<file path="config.mk">
export PLATFORM = sky130hd
export DESIGN_NAME = sort_host_flat
export DESIGN_NICKNAME = d
export VERILOG_FILES = /design/src/rtl/sort_host_if.sv /design/src/rtl/sort_host.sv /design/src/flat_wrapper.sv
export SDC_FILE = /design/constraint.sdc
export NUM_CORES = 1
export LEC_CHECK = 0
export BUFFER_PORTS_ARGS = -buffer_cell sky130_fd_sc_hd__buf_2
export CORE_AREA = 5 5 96 98
export CTS_BUF_LIST = sky130_fd_sc_hd__clkbuf_4 sky130_fd_sc_hd__clkbuf_8
export DETAILED_ROUTE_END_ITERATION = 8
export DIE_AREA = 0 0 101 103
export GPL_ROUTABILITY_DRIVEN = 0
export PLACE_DENSITY_LB_ADDON = 0.2
export SLEW_MARGIN = 40
export SYNTH_ARGS = -nofsm -noshare
export SYNTH_HDL_FRONTEND = slang
export SYNTH_SLANG_ARGS = --single-unit
</file>
<file path="constraint.sdc">
create_clock -name clk -period 3.55 [get_ports clk]
set_input_delay 0.355 -clock clk [delete_from_list [all_inputs] [get_ports clk]]
set_output_delay 0.355 -clock clk [all_outputs]
set_load 0.02 [all_outputs]
</file>
<file path="src/rtl/sort_host_if.sv">
// -----------------------------------------------------------------------------
// sort_host_if -- command/status bundle between sort_host and the toggle-command
// array sorter.
//
//   master (sort_host side):
//     clear, push, pop, sort  out  toggle commands; each inversion is one command
//     rx_data                 out  word presented with a push
//     tx_data                 in   word returned by a pop
//     idle, full, empty       in   sorter status
//   slave (sorter side): the same signals with directions reversed.
// -----------------------------------------------------------------------------
interface sort_host_if #(
  parameter int A_D_MSB = 7
);
  logic             clear;
  logic             push;
  logic             pop;
  logic             sort;
  logic [A_D_MSB:0] rx_data;
  logic [A_D_MSB:0] tx_data;
  logic             idle;
  logic             full;
  logic             empty;

  modport master (
    output clear, push, pop, sort, rx_data,
    input  tx_data, idle, full, empty
  );

  modport slave (
    input  clear, push, pop, sort, rx_data,
    output tx_data, idle, full, empty
  );
endinterface

</file>
<file path="src/rtl/sort_host.sv">
// -----------------------------------------------------------------------------
// sort_host -- initiator for the toggle-command array sorter.
//
// Takes one framed input stream (valid/ready/last), clears the sorter, loads
// each word with a PUSH toggle, issues SORT, then unloads with POP toggles onto
// a framed output stream, largest word first.
//
// Ports:
//   clk, rstn          clock, asynchronous active-low reset
//   enable             global enable shared with the sorter; 0 freezes all state
//   in_valid/in_ready/in_data/in_last     input frame
//   out_valid/out_ready/out_data/out_last output frame
//   busy               a frame is in progress
//   ovf                sticky: words dropped because the sorter was full
//   err                sticky: watchdog expired waiting for idle
//   srt                sorter command/status bundle (sort_host_if.master)
//
// Build option: define SORT_HOST_WDT_EN to add an idle-wait watchdog of WDT_CYC
// cycles. Without it wait states are unbounded and err is tied to 0.
// -----------------------------------------------------------------------------
module sort_host #(
  parameter int A_D_MSB = 7,
  parameter int A_P_MSB = 3,
  parameter int WDT_CYC = 4096
) (
  input  logic             clk,
  input  logic             rstn,
  input  logic             enable,
  input  logic             in_valid,
  output logic             in_ready,
  input  logic [A_D_MSB:0] in_data,
  input  logic             in_last,
  output logic             out_valid,
  input  logic             out_ready,
  output logic [A_D_MSB:0] out_data,
  output logic             out_last,
  output logic             busy,
  output logic             ovf,
  output logic             err,
  sort_host_if.master      srt
);

  // Sorter address MSB; capacity is 2**(AM+1)-1, i.e. an all-ones counter.
  localparam int AM    = 2**A_P_MSB - 1;
  localparam int CNT_W = AM + 1;
  localparam logic [CNT_W-1:0] CAP = {CNT_W{1'b1}};

  typedef enum logic [3:0] {
    ST_IDLE, ST_CLRW, ST_LOAD, ST_PUSHW, ST_SORT,
    ST_SORTW, ST_POP, ST_POPW, ST_EMIT
  } state_t;

  state_t           r_state, w_state;
  logic             r_guard, w_guard;   // first wait cycle: idle still stale
  logic [CNT_W-1:0] r_cnt,   w_cnt;
  logic             r_last,  w_last;
  logic             r_clear, w_clear;
  logic             r_push,  w_push;
  logic             r_pop,   w_pop;
  logic             r_sort,  w_sort;
  logic [A_D_MSB:0] r_rx_data, w_rx_data;
  logic             r_out_valid, w_out_valid;
  logic [A_D_MSB:0] r_out_data,  w_out_data;
  logic             r_out_last,  w_out_last;
  logic             r_ovf,   w_ovf;
  logic             w_wait_done;

`ifdef SORT_HOST_WDT_EN
  localparam int WDT_W = $clog2(WDT_CYC + 1);
  logic             r_err,   w_err;
  logic [WDT_W-1:0] r_wdt,   w_wdt;
  logic             w_in_wait;
`endif

  assign w_wait_done = !r_guard && srt.idle;

  always_comb begin
    // NOTE: every next-value starts as a hold of its register so no path
    // through the case statement can leave one unassigned (no latches).
    w_state     = r_state;
    w_guard     = 1'b0;      // guard lives exactly one cycle after a toggle
    w_cnt       = r_cnt;
    w_last      = r_last;
    w_clear     = r_clear;
    w_push      = r_push;
    w_pop       = r_pop;
    w_sort      = r_sort;
    w_rx_data   = r_rx_data;
    w_out_valid = r_out_valid;
    w_out_data  = r_out_data;
    w_out_last  = r_out_last;
    w_ovf       = r_ovf;
`ifdef SORT_HOST_WDT_EN
    w_err       = r_err;
    w_wdt       = '0;
`endif

    unique case (r_state)
      ST_IDLE: if (in_valid) begin
        w_clear = ~r_clear;
        w_ovf   = 1'b0;
`ifdef SORT_HOST_WDT_EN
        w_err   = 1'b0;
`endif
        w_cnt   = '0;
        w_guard = 1'b1;
        w_state = ST_CLRW;
      end
      ST_CLRW: if (w_wait_done) w_state = ST_LOAD;
      ST_LOAD: if (in_valid) begin
        if (!srt.full && r_cnt != CAP) begin
          w_rx_data = in_data;
          w_push    = ~r_push;
          w_cnt     = r_cnt + 1'b1;
          w_last    = in_last;
          w_guard   = 1'b1;
          w_state   = ST_PUSHW;
        end else begin
          // Sorter full: keep draining the frame, flag the loss.
          w_ovf = 1'b1;
          if (in_last) w_state = ST_SORT;
        end
      end
      ST_PUSHW: if (w_wait_done) w_state = r_last ? ST_SORT : ST_LOAD;
      ST_SORT: begin
        if (r_cnt == '0) begin
          w_state = ST_IDLE;                  // nothing stored, nothing to emit
        end else if (r_cnt == CNT_W'(1)) begin
          w_state = ST_POP;                   // one word is already sorted
        end else begin
          w_sort  = ~r_sort;
          w_guard = 1'b1;
          w_state = ST_SORTW;
        end
      end
      ST_SORTW: if (w_wait_done) w_state = ST_POP;
      ST_POP: begin
        w_pop   = ~r_pop;
        w_guard = 1'b1;
        w_state = ST_POPW;
      end
      ST_POPW: if (w_wait_done) begin
        w_out_data  = srt.tx_data;
        w_out_valid = 1'b1;
        w_out_last  = (r_cnt == CNT_W'(1));
        w_cnt       = r_cnt - 1'b1;
        w_state     = ST_EMIT;
      end
      ST_EMIT: if (out_ready) begin
        w_out_valid = 1'b0;
        w_out_last  = 1'b0;
        w_state     = (r_cnt == '0) ? ST_IDLE : ST_POP;
      end
      default: w_state = ST_IDLE;
    endcase

`ifdef SORT_HOST_WDT_EN
    // Watchdog: counts every wait cycle (guard included) until idle shows up.
    if (w_in_wait && !w_wait_done) begin
      if (r_wdt == WDT_W'(WDT_CYC - 1)) begin
        w_err       = 1'b1;
        w_out_valid = 1'b0;
        w_out_last  = 1'b0;
        w_cnt       = '0;
        w_state     = ST_IDLE;
      end else begin
        w_wdt = r_wdt + 1'b1;
      end
    end
`endif
  end

`ifdef SORT_HOST_WDT_EN
  assign w_in_wait = (r_state == ST_CLRW) || (r_state == ST_PUSHW) ||
                     (r_state == ST_SORTW) || (r_state == ST_POPW);
`endif

  always_ff @(posedge clk or negedge rstn) begin
    if (!rstn) begin
      r_state     <= ST_IDLE;
      r_guard     <= 1'b0;
      r_cnt       <= '0;
      r_last      <= 1'b0;
      r_clear     <= 1'b0;
      r_push      <= 1'b0;
      r_pop       <= 1'b0;
      r_sort      <= 1'b0;
      r_rx_data   <= '0;
      r_out_valid <= 1'b0;
      r_out_data  <= '0;
      r_out_last  <= 1'b0;
      r_ovf       <= 1'b0;
`ifdef SORT_HOST_WDT_EN
      r_err       <= 1'b0;
      r_wdt       <= '0;
`endif
    end else if (enable) begin
      // NOTE: state is updated with non-blocking assignments so every register
      // samples the values from before this edge.
      r_state     <= w_state;
      r_guard     <= w_guard;
      r_cnt       <= w_cnt;
      r_last      <= w_last;
      r_clear     <= w_clear;
      r_push      <= w_push;
      r_pop       <= w_pop;
      r_sort      <= w_sort;
      r_rx_data   <= w_rx_data;
      r_out_valid <= w_out_valid;
      r_out_data  <= w_out_data;
      r_out_last  <= w_out_last;
      r_ovf       <= w_ovf;
`ifdef SORT_HOST_WDT_EN
      r_err       <= w_err;
      r_wdt       <= w_wdt;
`endif
    end
  end

  assign in_ready    = (r_state == ST_LOAD) && enable;
  assign busy        = (r_state != ST_IDLE);
  assign out_valid   = r_out_valid;
  assign out_data    = r_out_data;
  assign out_last    = r_out_last;
  assign ovf         = r_ovf;
  assign srt.clear   = r_clear;
  assign srt.push    = r_push;
  assign srt.pop     = r_pop;
  assign srt.sort    = r_sort;
  assign srt.rx_data = r_rx_data;
`ifdef SORT_HOST_WDT_EN
  assign err = r_err;
`else
  assign err = 1'b0;
`endif

endmodule

</file>
<file path="src/flat_wrapper.sv">
// flat-port wrapper written by rule: the top's interface ports become plain ports
module sort_host_flat 
#(
  parameter int A_D_MSB = 7,
  parameter int A_P_MSB = 3,
  parameter int WDT_CYC = 4096
)
  (clk, rstn, enable, in_valid, in_ready, in_data, in_last, out_valid, out_ready, out_data, out_last, busy, ovf, err, srt_clear, srt_push, srt_pop, srt_sort, srt_rx_data, srt_tx_data, srt_idle, srt_full, srt_empty);
  sort_host_if #(.A_D_MSB(A_D_MSB)) srt_i ();
  input  logic clk;
  input  logic rstn;
  input  logic enable;
  input  logic in_valid;
  output logic in_ready;
  input  logic [A_D_MSB:0] in_data;
  input  logic in_last;
  output logic out_valid;
  input  logic out_ready;
  output logic [A_D_MSB:0] out_data;
  output logic out_last;
  output logic busy;
  output logic ovf;
  output logic err;
  output wire logic [$bits(srt_i.clear)-1:0] srt_clear;
  output wire logic [$bits(srt_i.push)-1:0] srt_push;
  output wire logic [$bits(srt_i.pop)-1:0] srt_pop;
  output wire logic [$bits(srt_i.sort)-1:0] srt_sort;
  output wire logic [$bits(srt_i.rx_data)-1:0] srt_rx_data;
  input wire logic [$bits(srt_i.tx_data)-1:0] srt_tx_data;
  input wire logic [$bits(srt_i.idle)-1:0] srt_idle;
  input wire logic [$bits(srt_i.full)-1:0] srt_full;
  input wire logic [$bits(srt_i.empty)-1:0] srt_empty;
  assign srt_clear = srt_i.clear;
  assign srt_push = srt_i.push;
  assign srt_pop = srt_i.pop;
  assign srt_sort = srt_i.sort;
  assign srt_rx_data = srt_i.rx_data;
  assign srt_i.tx_data = srt_tx_data;
  assign srt_i.idle = srt_idle;
  assign srt_i.full = srt_full;
  assign srt_i.empty = srt_empty;
  sort_host #(.A_D_MSB(A_D_MSB), .A_P_MSB(A_P_MSB), .WDT_CYC(WDT_CYC)) u_core (.clk(clk), .rstn(rstn), .enable(enable), .in_valid(in_valid), .in_ready(in_ready), .in_data(in_data), .in_last(in_last), .out_valid(out_valid), .out_ready(out_ready), .out_data(out_data), .out_last(out_last), .busy(busy), .ovf(ovf), .err(err), .srt(srt_i));
endmodule
</file>
==> summary.md <==
| Metric | Value |
|---|---|
| Worst Path Max Fanout | 12 |
| Largest net degree at the start of global routing | 38 |
| Startpoint class of the critical path | flip-flop |
| Clock Sinks | 37 |
| Worst slew margin | 60.60% |
| Crit path cell chain | nor2b_1 > nand2_1 > nor2_1 > and3_1 > mux2_2 |
| Unrepaired setup endpoints after global routing | no |
| Critical Path AT | 2590 ps |
| Synth async-reset ratio | 100.0% |
| Initial Util | 24.11% |
| Vias per inst | 4.824 |
| Ratio of cells with drive above 1 in the final layout | 30.13% |
| Antenna viol nets, final | 0 |
| Worst Setup End Kind | flip-flop |
| TritonCTS clock tree | done |
| Final setup vio count | 0 |
| Total of max-cap violations | 0 |
| Slew @ Worst Pin | 585.6 ps |
| Slowest-stage cell, CP | dfrtp_1 |
| Final worst-path cycle share | 67.96% |
| Worst-path clk slew | 80 ps |
| Pleak | 1.115 nW |
| First-pass GRT wire length | 8.680 mm |
| Multi-input gate area | 1005 um^2 |
| Pwr Density | 826.1 nW/um^2 |
| Root Buffer | clkbuf_8 |
| Postcts setup bufs | 0 |
| Hold Buf Count CTS | 0 |
| First DRT Iteration DRCs | 70 |
| Number of buffers created by CTS | 5 |
| Ports | 51 |
| Core area | 8381 um^2 |
| Most common library cell in the layout ignoring fill and taps | buf_2 |
| Status | finished, final reports clean |
| F_max | 414.5 MHz |
| Nets | 267 |
| Antenna cells | 0 |
| Ys flop type | dfrtp_1 |
| Post-CTS sizing | 0 |
| Crit path required time | 3720 ps |
| Critical path class | reg -> reg |
| Vias in the first global route | 1689 |
| Area Growth Syn to Fin | 21.80% |
| Top delay family on crit path | simple AND/OR/NAND/NOR gates |
| DR WL/cell | 14.54 um |
| Ys Warns | 0 |
| Site Rows | 34 |
| Antenna violations before repair | 0 |
| Die ar. | 10400 um^2 |
| Pint | 0.001168 W |
| Worst vdd ir | 0.2966 mV |
| Cells after synthesis | 192 |
| Register Area | 925.9 um^2 |
| Crit path buffers/inverters | 0 |
| Skew-Pair Late Insertion Delay | 290 ps |
| Endpoints failing hold | 0 |
| Mapped Area | 2021 um^2 |
| Pins over their slew limit | 0 |
| Hpwl dp | 3.623 mm |
| Post-synthesis average cell area | 10.52 um^2 |
| Synthesis-stage register bit count | 37 |
| Post-route DRC violation count | 0 |
| DIE HEIGHT | 103 um |
| Sequential power share | 36.5% |
| Hold WC Path Type | in -> async |
| 1st-pass router iterations | 4 |
| I/O Buffers | 48 |
| Post-Syn Nets | 221 |
| # H-tree levels | 2 |
| Maximum clock path buffer count | 2 |
| Final WL | 5.047 mm |
| Psw | 0.0008648 W |
| Commonest non-fill, non-tap cells in the layout | 47 x buf_2, 37 x dfrtp_1, 14 x nor2_1 |
| Combinational Power Share | 44.7% |
| Grt total ovfl | 0 |
| Die width | 101 um |
| Synth unique cells | 54 |
| Post-synth EDFFs | 0 |
| Post-layout minimum cycle time | 2412 ps |
| DR vias | 1674 |
| TNS Setup | 0 ps |
| Filler instances | 874 |
| GRT Total Usage | 10.53% |
| Final Skew | 10.72 ps |
| Clk pwr share | 18.9% |
| Net Sw Frac | 42.53% |
| Sequential area share after synthesis | 45.82% |
| Final hold slack | 24.75 ps |
| Crit path largest cell delay | 550 ps |
final cells by class:
type / instances / area share (%)
inverters: 8 / 1.220
repair buffers: 49 / 10.17
clock inverters: 2 / 1.576
flip-flops and latches: 37 / 37.62
multi-input cells: 137 / 40.82
clock buffers: 6 / 3.101
well taps: 108 / 5.491
Yosys cell counts, drive strengths merged (3+ instances only):
cell	count	area, um^2
mux2	19	214.0
nor2	15	58.81
nand3	6	30.03
o21ai	8	40.04
and2	6	37.54
nand2	10	37.54
ha	4	50.05
a21oi	6	33.78
buf	9	56.30
nand4	3	18.77
inv	8	30.03
dfrtp	37	925.9
nor2b	4	25.02
xnor2	3	26.28
o31ai	10	75.07
per-stage QoR:
stage / power [W] / setup slack, ps / std cells / instance area [um^2] / utilization [%]
global placement: 0.001665 / 1067 / 339 / 2344 / 27.96
CTS: 0.002057 / 1125 / 347 / 2461 / 29.37
global route: 0.002195 / 878.6 / 347 / 2461 / 29.37
detailed placement: 0.001666 / 1154 / 339 / 2346 / 27.99
finish: 0.002033 / 1138 / 347 / 2461 / 29.37
floorplan: 0.001384 / 1568 / 192 / 2021 / -
worst register-to-register path: cells and delay by family, from the launching register on:
kind / cells / cell delay (ps)
DFF: 1 / 550
muxes: 1 / 390
and+or+nand+nor: 4 / 1360
flip-flops by register name (all words and copies together), names as in the netlist:
register / count
u_core.srt.sort: 1
u_core.ovf: 1
u_core.srt.pop: 1
u_core.r_state: 4
u_core.srt.clear: 1
u_core.srt.rx_data: 8
u_core.out_last: 1
u_core.r_cnt: 8
u_core.r_last: 1
u_core.srt.push: 1
u_core.r_guard: 1
u_core.out_data: 8
u_core.out_valid: 1
final timing paths:
check                                  start                    end  slack [ps]  depth (start not counted)
setup / recovery           u_core.r_state[1]          u_core.r_last        1140                          5
max in group asynchronous               rstn         u_core.srt.pop        3170                          1
min in group clk              srt_tx_data[5]     u_core.out_data[5]         270                          2
hold reg to reg              u_core.srt.push        u_core.srt.push         460                          1
setup reg to reg           u_core.r_state[1]          u_core.r_last        1140                          5
hold / removal                          rstn  u_core.srt.rx_data[1]          20                          1
cell families (layout without fill, tap and decap cells):
logic type | count (synthesis) | in the layout | synth area share (%)
multiplexers | 21 | 21 | 12.20
adder cells (fa/ha/maj) | 4 | 4 | 2.477
XOR/XNOR | 5 | 5 | 2.168
other | 1 | 1 | 0.1856
buffers and inverters | 18 | 65 | 4.458
AND/OR/NAND/NOR | 58 | 58 | 15.54
flip-flops | 37 | 37 | 45.82
AO/OA/AOI/OAI | 48 | 48 | 17.15
power groups by stage:
| stage | Combinational (W) | Clock [W] | Sequential (W) |
|---|---|---|---|
| floorplan | 0.000531 | 0 | 0.000853 |
| global placement | 0.000921 | 0 | 0.000744 |
| finish | 0.000909 | 0.000383 | 0.000741 |
| CTS | 0.000922 | 0.000395 | 0.000740 |
| detailed placement | 0.000919 | 0 | 0.000747 |
| global route | 0.00101 | 0.000415 | 0.000775 |
layer usage:
metal  vias up  GRT usage [%]  share of wire (%)
met5         -              0                  0
met4         0          3.067                1.1
met3         4          2.300                4.5
met2        48          18.28                 50
met1       816          13.16                 44
li1        806              -                  -
Power figures use the tool's default switching activity.
